`src/rtl/bet_pkg.sv`:
```
// Shared types and constants for the baccarat betting ledger.
// Holds the ledger FSM state encoding, bet-side and round-result codes,
// the payout datapath width, and a saturating 8-bit narrowing helper.
package bet_pkg;

  typedef enum logic [2:0] {
    ST_IDLE    = 3'd0,
    ST_BETTING = 3'd1,
    ST_LOCKED  = 3'd2,
    ST_SETTLE  = 3'd3,
    ST_CREDIT  = 3'd4
  } state_e;

  // Side the player has wagered on.
  localparam logic [1:0] SIDE_NONE   = 2'b00;
  localparam logic [1:0] SIDE_PLAYER = 2'b01;
  localparam logic [1:0] SIDE_DEALER = 2'b10;
  localparam logic [1:0] SIDE_TIE    = 2'b11;

  // Round outcome, encoded as {player_win, dealer_win}.
  localparam logic [1:0] RES_NONE   = 2'b00;
  localparam logic [1:0] RES_PLAYER = 2'b10;
  localparam logic [1:0] RES_DEALER = 2'b01;
  localparam logic [1:0] RES_TIE    = 2'b11;

  // Width of the payout path: a full 255 stake on a tie at the largest
  // multiple still fits without wrapping.
  localparam int PAY_W = 12;

  // Clamp a payout-width sum to the 8-bit bankroll.
  function automatic logic [7:0] sat8(input logic [PAY_W-1:0] v);
    return (v > PAY_W'(255)) ? 8'hFF : v[7:0];
  endfunction

endpackage

```
`src/rtl/bet_payout.sv`:
```
// Combinational settlement: maps the locked stake, bet side and final hand
// scores to the round result and the amount returned to the bankroll.
// BANKER_COMMISSION_EN: when defined, a winning dealer-side bet is charged
// a house commission of floor(stake/16); otherwise it pays 2 x stake.
module bet_payout
  import bet_pkg::*;
#(
  parameter logic [3:0] TIE_MULT = 4'd8
) (
  input  logic [7:0]       stake,
  input  logic [1:0]       side,
  input  logic [3:0]       pscore,
  input  logic [3:0]       dscore,
  output logic [PAY_W-1:0] payout,
  output logic [1:0]       result
);

  // Tie bets return the stake plus TIE_MULT times the stake.
  localparam logic [PAY_W-1:0] TIE_FACTOR = PAY_W'(TIE_MULT) + PAY_W'(1);

  logic [PAY_W-1:0] stake_w;
  logic [PAY_W-1:0] win_pay;
  logic [PAY_W-1:0] dealer_pay;
  logic [PAY_W-1:0] tie_pay;

  // Decide the winner and select the payout for the wagered side.
  always_comb begin
    // NOTE: every signal gets a value before any branch, so no path leaves
    // one unassigned and no latch is inferred.
    result     = RES_TIE;
    payout     = '0;
    stake_w    = PAY_W'(stake);
    win_pay    = stake_w << 1;
    tie_pay    = stake_w * TIE_FACTOR;
`ifdef BANKER_COMMISSION_EN
    dealer_pay = win_pay - (stake_w >> 4);
`else
    dealer_pay = win_pay;
`endif

    if (pscore > dscore) begin
      result = RES_PLAYER;
    end else if (pscore < dscore) begin
      result = RES_DEALER;
    end

    unique case (result)
      RES_PLAYER: if (side == SIDE_PLAYER) payout = win_pay;
      RES_DEALER: if (side == SIDE_DEALER) payout = dealer_pay;
      RES_TIE: begin
        if (side == SIDE_TIE) begin
          payout = tie_pay;
        end else if (side != SIDE_NONE) begin
          payout = stake_w;  // push: stake handed back
        end
      end
      default: payout = '0;
    endcase
  end

endmodule

```
`src/rtl/bet_ledger.sv`:
```
// Betting and balance datapath for the baccarat table.
// Accumulates the wager while the bet window is open, debits it on lock,
// settles from the final scores and credits the bankroll with saturation.
// BANKER_COMMISSION_EN (see bet_payout) selects dealer-win commission.
module bet_ledger
  import bet_pkg::*;
#(
  parameter logic [7:0] INIT_BALANCE = 8'd100,
  parameter logic [7:0] BET_STEP     = 8'd5,
  parameter logic [3:0] TIE_MULT     = 4'd8
) (
  input  logic       slow_clock,
  input  logic       reset,
  input  logic       betenabled,
  input  logic       updatebalanceenable,
  input  logic       bet_inc,
  input  logic [1:0] bet_side,
  input  logic [3:0] pscore,
  input  logic [3:0] dscore,
  output logic [7:0] balance,
  output logic [7:0] bet_amount,
  output logic [1:0] result,
  output logic       settle_done,
  output logic       broke
);

  state_e           state_q, state_d;
  logic [7:0]       balance_q, balance_d;
  logic [7:0]       bet_amount_q, bet_amount_d;
  logic [1:0]       side_q, side_d;
  logic [1:0]       result_q, result_d;
  logic [PAY_W-1:0] payout_q, payout_d;
  logic             settle_done_q, settle_done_d;

  logic [8:0]       bet_next;
  logic [PAY_W-1:0] credit_sum;
  logic [PAY_W-1:0] calc_payout;
  logic [1:0]       calc_result;

  bet_payout #(
    .TIE_MULT (TIE_MULT)
  ) u_payout (
    .stake  (bet_amount_q),
    .side   (side_q),
    .pscore (pscore),
    .dscore (dscore),
    .payout (calc_payout),
    .result (calc_result)
  );

  // Next-state and datapath updates for each phase of the round.
  always_comb begin
    state_d       = state_q;
    balance_d     = balance_q;
    bet_amount_d  = bet_amount_q;
    side_d        = side_q;
    result_d      = result_q;
    payout_d      = payout_q;
    settle_done_d = 1'b0;
    // 9-bit so a wager near 255 cannot wrap past the bankroll cap.
    bet_next      = {1'b0, bet_amount_q} + {1'b0, BET_STEP};
    credit_sum    = PAY_W'(balance_q) + payout_q;

    unique case (state_q)
      ST_IDLE: begin
        bet_amount_d = '0;
        side_d       = SIDE_NONE;
        if (betenabled) state_d = ST_BETTING;
      end
      ST_BETTING: begin
        side_d = bet_side;
        if (betenabled) begin
          // Increments that would exceed the bankroll are dropped.
          if (bet_inc && (bet_next <= {1'b0, balance_q})) begin
            bet_amount_d = bet_next[7:0];
          end
        end else begin
          state_d   = ST_LOCKED;
          balance_d = balance_q - bet_amount_q;
          result_d  = RES_NONE;
        end
      end
      ST_LOCKED: begin
        if (updatebalanceenable) state_d = ST_SETTLE;
      end
      ST_SETTLE: begin
        result_d = calc_result;
        payout_d = calc_payout;
        state_d  = ST_CREDIT;
      end
      ST_CREDIT: begin
        balance_d     = sat8(credit_sum);
        bet_amount_d  = '0;
        side_d        = SIDE_NONE;
        settle_done_d = 1'b1;
        state_d       = ST_IDLE;
      end
      default: state_d = ST_IDLE;
    endcase
  end

  // State register with synchronous reset; a stake in flight is forfeited.
  always_ff @(posedge slow_clock) begin
    // NOTE: non-blocking assignments so every flop samples the pre-edge
    // values, independent of statement order.
    if (reset) begin
      state_q       <= ST_IDLE;
      balance_q     <= INIT_BALANCE;
      bet_amount_q  <= '0;
      side_q        <= SIDE_NONE;
      result_q      <= RES_NONE;
      payout_q      <= '0;
      settle_done_q <= 1'b0;
    end else begin
      state_q       <= state_d;
      balance_q     <= balance_d;
      bet_amount_q  <= bet_amount_d;
      side_q        <= side_d;
      result_q      <= result_d;
      payout_q      <= payout_d;
      settle_done_q <= settle_done_d;
    end
  end

  assign balance     = balance_q;
  assign bet_amount  = bet_amount_q;
  assign result      = result_q;
  assign settle_done = settle_done_q;
  assign broke       = (state_q == ST_IDLE) && (balance_q == 8'd0);

endmodule

```
`config.mk`:
```
export PLATFORM = sky130hd
export DESIGN_NAME = bet_ledger
export DESIGN_NICKNAME = d
export VERILOG_FILES = /design/src/rtl/bet_pkg.sv /design/src/rtl/bet_payout.sv /design/src/rtl/bet_ledger.sv
export SDC_FILE = /design/constraint.sdc
export NUM_CORES = 1
export LEC_CHECK = 0
export BUFFER_PORTS_ARGS = -buffer_cell sky130_fd_sc_hd__clkbuf_2
export CAP_MARGIN = 20
export CORE_MARGIN = 2
export CORE_UTILIZATION = 30
export CTS_BUF_LIST = sky130_fd_sc_hd__clkbuf_2
export CTS_CLUSTER_DIAMETER = 150
export DETAILED_ROUTE_END_ITERATION = 12
export PLACE_DENSITY_LB_ADDON = 0.2
export SLEW_MARGIN = 20
export SYNTH_ARGS = -nofsm -noshare
export SYNTH_HDL_FRONTEND = slang
export SYNTH_HIERARCHICAL = 1
export SYNTH_SLANG_ARGS = --single-unit
```
`constraint.sdc`:
```
create_clock -name slow_clock -period 4.39 [get_ports slow_clock]
set_clock_uncertainty 0.2 [all_clocks]
set_input_delay 0.6585 -clock slow_clock [delete_from_list [all_inputs] [get_ports slow_clock]]
set_output_delay 0.6585 -clock slow_clock [all_outputs]
set_load 0.005 [all_outputs]
```
==> impl_metrics.toml, run 1 <==
[worst_setup_path]
worstPathRequired_ns = 4.52
slowest_delay_ns = 0.61
critPathTopFamily = "simple AND/OR/NAND/NOR gates"
critical_path_buf_inv_count = 0
crit_path_end_kind = "flip-flop"
crit_slowest_cell = "dfxtp_1"
crit_chain = "ha_1 > o21ai_2 > or3_4 > xnor2_1 > ha_1 > nand4_1 > a21oi_1 > o41ai_2 > nand2_1 > or3_1 > a21oi_1"
critPathKind = "flip-flop to flip-flop"
cp-start-kind = "flip-flop"
cp_max_fo = 13
cp.arrival_ns = 3.66

[power_and_ir_drop]
comb_power_share = 0.172
switchingPower_w = 0.000209
ir_drop_uv = 94.5
powerDensity_nw_per_um2 = 173
p_int_w = 0.000415
seqPwrFrac = 0.553
switching_share = 0.335
p_leak_nw = 1.44
p_clk_frac = 0.275

[cells_and_area]
final_nets = 497
register_area_sq_um = 721
multi_input_area_sq_um = 2370
drive_above_1_share = 0.149
fill_cells = 1173
syn_to_final_growth_pct = 9.19
antennaDiodeCount = 0

[synthesis]
synth_top_family_by_area = "compound AO/OA/AOI/OAI gates"
synthSimpleGateAreaFrac = 0.217
synth.most_common_cell = "a21oi_1"
async_reset_ff_frac = 0
synth_ff_type = "dfxtp_1"
synth_warnings = 6
yosys-top-cells-area = "dfxtp_1, ha_1, a21oi_1"
netlist_area_sq_um = 3290
synthTopCellsByCount = "a21oi_1, nand2_1, ha_1"
synth.distinct_cells = 67
synth_fa_ha_area_frac = 0.163
syn_inst = 414
syn-num-nets = 470
synth_area_per_cell_sq_um = 7.96
netlist.area_leader.share = 0.219
yosysSeqAreaShare = 0.219
ys_ff_latch = 36
yosys.area.top_type = "dfxtp_1"
synth_mux_area_frac = 0.0216
synth-xor-area-share = 0.0585
synth_edf_count = 0
synth_compound_area_frac = 0.261

[timing]
timing.fmax_mhz = 283
grt_setup_unrepaired = "no"
layout_setup_ws_ns = 0.857
finalMaxSlewViolations = 0
finalSetupViolCount = 0
finalHoldViolCount = 0
tightest_slew_ns = 0.668
timing.hold.ws_ns = 0.290
tns_ns = 0
slew_headroom = 0.555
post-route-min-period_ns = 3.53
finalCritPeriodShare = 0.805

[route]
drtIter0Drc = 139
wire_per_inst_um = 15.8
remaining_drc_errors = 0
ant_nets = 0
wirelength_mm = 9.20
drt-pass1-iter-count = 4
vias_per_cell = 5.29
vias = 3081

[global_routing]
grt_pass1_vias = 3027
antenna_found_initial = 0
grt_pass1_wl_mm = 15.3
grt_max_degree = 32
grt_usage = 0.164
overflow = 0

[floorplan]
start_util = 0.305
die_w_um = 109
die_y_um = 109
fp.coreArea_sq_um = 10800
dieArea_sq_um = 11800
num_rows = 38
pin_count = 35

[job]
cap_violations = 0

[clock_network]
insertion_delay_ns = 0.39
cts_setup_buffers = 0
cts.clk_slew.worst_paths_ns = 0.22
cts_resized = 0
cts_buffers = 5
clockBufferDepth = 2
clkSinkCount = 36
cts_tree = "yes"
cts_root_buffer = "clkbuf_2"
cts_hold_buf = 0
h-tree-depth = 2

[outcome]
status = "complete, no violations"

[placement]
io_buffers = 34
place_congestion = 0.838
dp_hpwl_mm = 7.28
pre_cts_slack_ns = 0.917

[hold_path]
hold_class = "flip-flop to flip-flop"
==> placed cells by master, fill, tap and decap left out, types with 3 or more instances in the layout <==
master,instances
a31oi_1,3
nand3b_1,4
nand2b_1,6
nor4_1,3
a22oi_1,9
nor3_1,6
o21ai_0,18
a21o_1,7
nand2_1,43
mux2i_1,6
nand4_1,6
nand3_1,16
xnor2_1,10
a21oi_1,48
inv_1,26
nor2b_1,7
ha_1,38
or3_1,3
a211oi_1,5
dfxtp_1,36
xor2_1,12
clkbuf_2,39
fa_1,3
o22ai_1,6
nor2_1,28
==> power by group through the flow <==
stage / sequential [W] / combinational, W / clock, W
after CTS: 0.000345 / 0.000107 / 0.000179
after global placement: 0.000351 / 0.000107 / 0
after global routing: 0.000347 / 0.000120 / 0.000187
final: 0.000345 / 0.000107 / 0.000172
after floorplan: 0.000344 / 0.0000873 / 0
after detailed placement: 0.000351 / 0.000107 / 0
==> per-stage QoR <==
| step | cells | cell area [sq um] | utilization | power, W |
|---|---|---|---|---|
| after global routing | 582 | 3600 | 0.333 | 0.000654 |
| after global placement | 574 | 3550 | 0.329 | 0.000458 |
| after CTS | 582 | 3600 | 0.333 | 0.000631 |
| after detailed placement | 574 | 3550 | 0.329 | 0.000458 |
| after floorplan | 414 | 3290 | - | 0.000431 |
| final | 582 | 3600 | 0.333 | 0.000624 |
==> kinds of logic (layout without fill, tap and decap cells) <==
kind of cell    after synthesis  after routing
simple gates                138            138
compound gates              128            128
buf+inv                      42             70
fa+ha+maj                    41             41
flops                        36             36
xor+xnor                     22             22
mux                           7              7
==> final cells by class <==
cell class | instances | share of cell area
clock inverter | 3 | 0.00661
inverter | 27 | 0.0282
tap | 140 | 0.0487
sequential | 36 | 0.200
clock buffer | 5 | 0.00696
multi-input combinational | 336 | 0.660
timing repair buffer | 35 | 0.0494
==> worst reg2reg max path, cell delays in order, from the launching register on <==
cell     delay, ns
dfxtp_1       0.61
ha_1          0.32
o21ai_2       0.11
or3_4         0.37
xnor2_1       0.14
ha_1          0.30
nand4_1       0.11
a21oi_1       0.07
o41ai_2       0.38
nand2_1       0.34
or3_1         0.40
a21oi_1       0.13
==> per-layer routing <==
layer | track usage | vias to the layer above | part of all wire
met5 | 0 | - | 0
met4 | 0.0375 | 0 | 0.014
met3 | 0.0239 | 11 | 0.047
met2 | 0.268 | 69 | 0.45
met1 | 0.229 | 1442 | 0.49
li1 | - | 1559 | -
==> sequential cells by signal, indices dropped and copies added (netlist names) <==
register and count:
bet_amount 8, settle_done 1, result 2, state_q 3, balance 8, side_q 2, payout_q 12
==> worst paths after layout <==
kind                                   start                    endpoint  slack, ns  cells past startpoint
setup / recovery  bet_amount[0]$_SDFFE_PP0P_  bet_amount[4]$_SDFFE_PP0P_       0.86                     11
hold / removal      payout_q[0]$_SDFFE_PP0P_    payout_q[0]$_SDFFE_PP0P_       0.29                      2
setup reg to reg  bet_amount[0]$_SDFFE_PP0P_  bet_amount[4]$_SDFFE_PP0P_       0.86                     11
hold reg to reg     payout_q[0]$_SDFFE_PP0P_    payout_q[0]$_SDFFE_PP0P_       0.29                      2
Note: power is estimated with default switching activity, not from simulation.
==> inputs of run 2 (changes only) <==
==> constraint.sdc (replaced) <==
create_clock -name slow_clock -period 3.1 [get_ports slow_clock]
set_clock_uncertainty 0.2 [all_clocks]
set_input_delay 0.465 -clock slow_clock [delete_from_list [all_inputs] [get_ports slow_clock]]
set_output_delay 0.465 -clock slow_clock [all_outputs]
set_load 0.005 [all_outputs]
==> run 2 against run 1 <==
Register-to-register slack worse by 0.65 ns; sequential power is 41% higher; fmax is 22% higher; worst hold slack worse by 0.18 ns; cell count is 2.1% higher; count of clock-buffer cells in the layout stayed put; clock power is 80% higher; power is 53% higher; largest power group unchanged; critical path depth is 1 higher; first-iteration DRC count is 12% lower.
==> impl_metrics.toml, run 2 (synthesis results as in run 1) <==
[cells_and_area]
layout_common_cells = "a21oi_1, nand2_1, clkbuf_2"
largest_register = "payout_q"
fin_area_sq_um = 3730
drive_above_1_share = 0.187
syn_to_final_growth_pct = 13.3
layout_commonest_cell = "a21oi_1"
antennaDiodeCount = 0
largest_reg_flops = 12
final_cells = 594
final_nets = 509

[hold_path]
hold_class = "primary input to flip-flop"

[floorplan]
die_y_um = 109
pin_count = 35
dieArea_sq_um = 11800
num_rows = 38
start_util = 0.305
fp.coreArea_sq_um = 10800
die_w_um = 109

[worst_setup_path]
critical_path_buf_inv_count = 1
critPathTopFamily = "compound AO/OA/AOI/OAI gates"
cp.arrival_ns = 3.03
cp_max_fo = 6
crit_path_end_kind = "flip-flop"
crit_slowest_cell = "dfxtp_1"
crit_chain = "ha_4 > o21ai_2 > buf_4 > xnor2_1 > ha_1 > a21o_1 > a21oi_1 > nor2b_1 > o41ai_2 > nand2_2 > or3_1 > a21oi_1"
slowest_delay_ns = 0.41
worstPathRequired_ns = 3.23
cp-start-kind = "flip-flop"
critPathKind = "flip-flop to flip-flop"
path_common_cell = "a21oi_1"

[power_and_ir_drop]
p_leak_nw = 1.52
ir_drop_uv = 154
powerDensity_nw_per_um2 = 255
power_w = 0.000953

[timing]
slew_headroom = 0.561
tightest_slew_ns = 0.652
timing.fmax_mhz = 345
finalHoldViolCount = 0
finalCritPeriodShare = 0.935
finalMaxSlewViolations = 0
layout_setup_ws_ns = 0.202
post-route-min-period_ns = 2.90
timing.hold.ws_ns = 0.108
finalSetupViolCount = 0

[placement]
pre_cts_slack_ns = 0.0554
io_buffers = 34
placedCellCount = 585
post_dp_cell_area_sq_um = 3630
place_congestion = 0.868
dp_hpwl_mm = 7.32

[clock_network]
cts.clk_slew.worst_paths_ns = 0.20
cts_buffers = 5
cts_root_buffer = "clkbuf_2"
insertion_delay_ns = 0.41
h-tree-depth = 2
clkSinkCount = 36
cts_tree = "yes"
clockBufferDepth = 2

[outcome]
status = "complete, no violations"

[route]
vias_per_cell = 5.28
drtIter0Drc = 122
wirelength_mm = 9.30
ant_nets = 0
remaining_drc_errors = 0
drt-pass1-iter-count = 4
vias = 3135
wire_per_inst_um = 15.7

[global_routing]
grt_max_degree = 31
overflow = 0
grt_pass1_wl_mm = 15.1
antenna_found_initial = 0
grt_pass1_vias = 3026
grt_usage = 0.163

[job]
cap_violations = 0
run 2: path summary, 6_finish.rpt:
check                             startpoint                    endpoint  slack, ns  cells past startpoint
setup / recovery  bet_amount[1]$_SDFFE_PP0P_  bet_amount[3]$_SDFFE_PP0P_       0.20                     12
hold / removal                   bet_side[0]      side_q[0]$_SDFFE_PP0P_       0.11                      3
setup reg to reg  bet_amount[1]$_SDFFE_PP0P_  bet_amount[3]$_SDFFE_PP0P_       0.20                     12
hold reg to reg     payout_q[2]$_SDFFE_PP0P_    payout_q[2]$_SDFFE_PP0P_       0.29                      2
run 2: worst reg2reg max path, delay by kind of cell (launching register included):
| family | cells | cell delay [ns] |
|---|---|---|
| flip-flops | 1 | 0.41 |
| AO/OA/AOI/OAI | 5 | 0.91 |
| AND/OR/NAND/NOR | 3 | 0.59 |
| buffers and inverters | 1 | 0.15 |
| adder cells (fa/ha/maj) | 2 | 0.47 |
| XOR/XNOR | 1 | 0.12 |
run 2: stage by stage:
step / utilization / setup TNS, ns
floorplan: - / 0
global placement: 0.336 / 0
detailed placement: 0.336 / 0
CTS: 0.343 / 0
global route: 0.346 / -0.0205
finish: 0.346 / 0
run 2: report_power, final:
| group | internal (W) | switching [W] |
|---|---|---|
| clock | 0.000135 | 0.000175 |
| sequential | 0.000470 | 0.0000174 |
| combinational | 0.0000627 | 0.0000935 |
run 2: timing repair:
action	CTS	global route
setup endpoints to repair	1	10
setup buffers	0	1
hold buffers	0	0
pin swaps	1	2
gates resized for setup	0	8
run 2: layout make-up:
class,count,area (sq um)
Fill cell,1168,7060
Multi-Input combinational cell,336,2400
Sequential cell,36,724
Timing Repair Buffer,47,268
Tap cell,140,175
Inverter,27,101
Clock inverter,3,42.5
Clock buffer,5,25.0
run 2: layer usage:
metal,vias to the layer above,share of wire,global-route usage
met4,0,0.0088,0.0321
met3,8,0.037,0.0227
li1,1587,-,-
met5,-,0,0
met1,1465,0.50,0.224
met2,75,0.45,0.271
==> inputs of run 3 (changes only) <==
--- a/config.mk
+++ b/config.mk
@@ -5,15 +5,17 @@
 export SDC_FILE = /design/constraint.sdc
 export NUM_CORES = 1
 export LEC_CHECK = 0
+export ABC_AREA = 1
 export BUFFER_PORTS_ARGS = -buffer_cell sky130_fd_sc_hd__clkbuf_2
 export CAP_MARGIN = 20
+export CELL_PAD_IN_SITES_DETAIL_PLACEMENT = 2
+export CELL_PAD_IN_SITES_GLOBAL_PLACEMENT = 2
 export CORE_MARGIN = 2
 export CORE_UTILIZATION = 30
 export CTS_BUF_LIST = sky130_fd_sc_hd__clkbuf_2
 export CTS_CLUSTER_DIAMETER = 150
 export DETAILED_ROUTE_END_ITERATION = 12
 export PLACE_DENSITY_LB_ADDON = 0.2
-export SLEW_MARGIN = 20
 export SYNTH_ARGS = -nofsm -noshare
 export SYNTH_HDL_FRONTEND = slang
 export SYNTH_HIERARCHICAL = 1
==> run 3 against run 2 <==
Global-route usage increased by 3.1 points; combinational power grew to 2.6 times the previous value; power is 21% higher; largest cell class unchanged; largest power group unchanged; highest routed layer unchanged.
==> impl_metrics.toml, run 3 <==
[cells_and_area]
layout_commonest_cell = "nand2_1"
antennaDiodeCount = 0
largest_register = "payout_q"
fill_cells = 1434
drive_above_1_share = 0.167
largest_reg_flops = 12
final_nets = 625
multi_input_area_sq_um = 2370
utilization = 0.343
register_area_sq_um = 722
syn_to_final_growth_pct = 12.1
layout_common_cells = "nand2_1, inv_1, nand3_1, nor2_1, clkbuf_2"

[floorplan]
fp.coreArea_sq_um = 11300
pin_count = 35
num_rows = 39
start_util = 0.306
dieArea_sq_um = 12400
die_y_um = 111
die_w_um = 111

[clock_network]
cts_setup_buffers = 0
cts_tree = "yes"
cts_hold_buf = 0
cts_buffers = 5
insertion_delay_ns = 0.40
clockBufferDepth = 2
cts_root_buffer = "clkbuf_2"
cts.clk_slew.worst_paths_ns = 0.23
clkSinkCount = 36
cts_resized = 0
h-tree-depth = 2

[power_and_ir_drop]
switching_share = 0.400
comb_power_share = 0.348
p_clk_frac = 0.206
p_leak_nw = 1.96
seqPwrFrac = 0.445
ir_drop_uv = 148
p_int_w = 0.000692
switchingPower_w = 0.000463
powerDensity_nw_per_um2 = 298
power_w = 0.00116

[global_routing]
grt_max_degree = 20
grt_usage = 0.193
grt_pass1_vias = 3880
antenna_found_initial = 0
grt_pass1_wl_mm = 19.6
overflow = 0

[timing]
post-route-min-period_ns = 2.85
finalMaxSlewViolations = 0
tightest_slew_ns = 0.587
grt_setup_unrepaired = "no"
finalSetupViolCount = 0
layout_setup_ws_ns = 0.250
slew_headroom = 0.608
timing.fmax_mhz = 351
finalHoldViolCount = 0
finalCritPeriodShare = 0.919
tns_ns = 0

[worst_setup_path]
cp_max_fo = 10
crit_chain = "inv_1 > o21ai_2 > nand3_1 > nor3_2 > xor2_1 > ha_1 > inv_1 > nor4_1 > nand2_1 > nand2_2 > nand3_4 > o21ai_0 > nor2_1"
critPathKind = "flip-flop to flip-flop"
crit_slowest_cell = "dfxtp_1"
worstPathRequired_ns = 3.23
cp.arrival_ns = 2.98
crit_path_end_kind = "flip-flop"
path_common_cell = "inv_1"
slowest_delay_ns = 0.45
cp-start-kind = "flip-flop"

[route]
drt-pass1-iter-count = 4
remaining_drc_errors = 0
ant_nets = 0
vias_per_cell = 5.01
vias = 3571
wire_per_inst_um = 16.2
drtIter0Drc = 63
wirelength_mm = 11.5

[job]
cap_violations = 0

[synthesis]
async_reset_ff_frac = 0
syn-num-nets = 581
synth_ff_type = "dfxtp_1"
synthTopCellsByCount = "nand2_1, inv_1, nand3_1, nor2_1, ha_1"
syn_inst = 525
synth_area_per_cell_sq_um = 6.59
netlist.area_leader.share = 0.208
yosys-top-cells-area = "dfxtp_1, ha_1, nand2_1"
ys_ff_latch = 36
synth.most_common_cell = "nand2_1"
yosysSeqAreaShare = 0.208
synth_warnings = 6
netlist_area_sq_um = 3460
yosys.area.top_type = "dfxtp_1"
synth.distinct_cells = 39
synth_edf_count = 0

[hold_path]
hold_class = "primary input to flip-flop"

[placement]
pre_cts_slack_ns = 0.197
dp_hpwl_mm = 9.97
place_congestion = 0.852
io_buffers = 34

[outcome]
status = "complete, no violations"
-- run 3: changes by cell type after synthesis, sizes merged, moves of 7 or more --
cell,delta
nand2,+95
a22oi,-9
a21o,-7
nand3,+27
nor3,-7
nor2,+25
nand4,+14
nor2b,-8
o21ai,+11
inv,+53
a21oi,-12
-- run 3: area by class of cell --
| class | count | share of cell area |
|---|---|---|
| Sequential cell | 36 | 0.186 |
| Multi-Input combinational cell | 399 | 0.612 |
| Inverter | 82 | 0.0793 |
| Tap cell | 143 | 0.0461 |
| Clock buffer | 7 | 0.00903 |
| Clock inverter | 1 | 0.00226 |
| Timing Repair Buffer | 45 | 0.0651 |
-- run 3: logic make-up (layout without fill, tap and decap cells) --
| group | count (synthesis) | in the layout | synth area share |
|---|---|---|---|
| buffers and inverters | 90 | 135 | 0.106 |
| XOR/XNOR | 17 | 17 | 0.0430 |
| adder cells (fa/ha/maj) | 41 | 41 | 0.155 |
| flip-flops | 36 | 36 | 0.208 |
| AND/OR/NAND/NOR | 267 | 267 | 0.376 |
| AO/OA/AOI/OAI | 74 | 74 | 0.113 |
-- run 3: path summary, 6_finish.rpt --
check,from,end,slack (ns),depth (start not counted)
worst max-delay path,bet_amount[0]$_SDFFE_PP0P_,bet_amount[4]$_SDFFE_PP0P_,0.25,13
worst min-delay path,updatebalanceenable,state_q[0]$_SDFFE_PP0P_,0.1,3
worst max register to register,bet_amount[0]$_SDFFE_PP0P_,bet_amount[4]$_SDFFE_PP0P_,0.25,13
worst min register to register,payout_q[11]$_SDFFE_PP0P_,payout_q[11]$_SDFFE_PP0P_,0.29,2
-- run 3: metrics by stage --
step / hold WS (ns) / cells / instance area, sq um
5_1_grt: 0.113 / 713 / 3880
4_1_cts: 0.0830 / 713 / 3880
2_1_floorplan: 0.244 / 525 / 3460
6_report: 0.0981 / 713 / 3880
3_5_place_dp: 0.277 / 705 / 3830
3_3_place_gp: 0.278 / 705 / 3830
-- run 3: worst max-delay path, delay by kind of cell, from the launching register on --
kind	cells	cell delay [ns]
AND/OR/NAND/NOR	7	1.15
flip-flops	1	0.45
AO/OA/AOI/OAI	2	0.38
adder cells (fa/ha/maj)	1	0.35
buffers and inverters	2	0.19
XOR/XNOR	1	0.11
-- run 3: power groups by stage --
stage          Sequential, W  Clock, W  Combinational [W]
5_1_grt             0.000519  0.000272           0.000463
3_5_place_dp        0.000525         0           0.000407
4_1_cts             0.000515  0.000247           0.000410
3_3_place_gp        0.000524         0           0.000389
6_report            0.000514  0.000238           0.000402
2_1_floorplan       0.000520         0           0.000276
-- run 3: per-layer routing --
| layer | wire length, um | GRT usage |
|---|---|---|
| met5 | 0 | 0 |
| met4 | 135 | 0.0329 |
| met3 | 263 | 0.0223 |
| met2 | 5550 | 0.335 |
| met1 | 5600 | 0.263 |
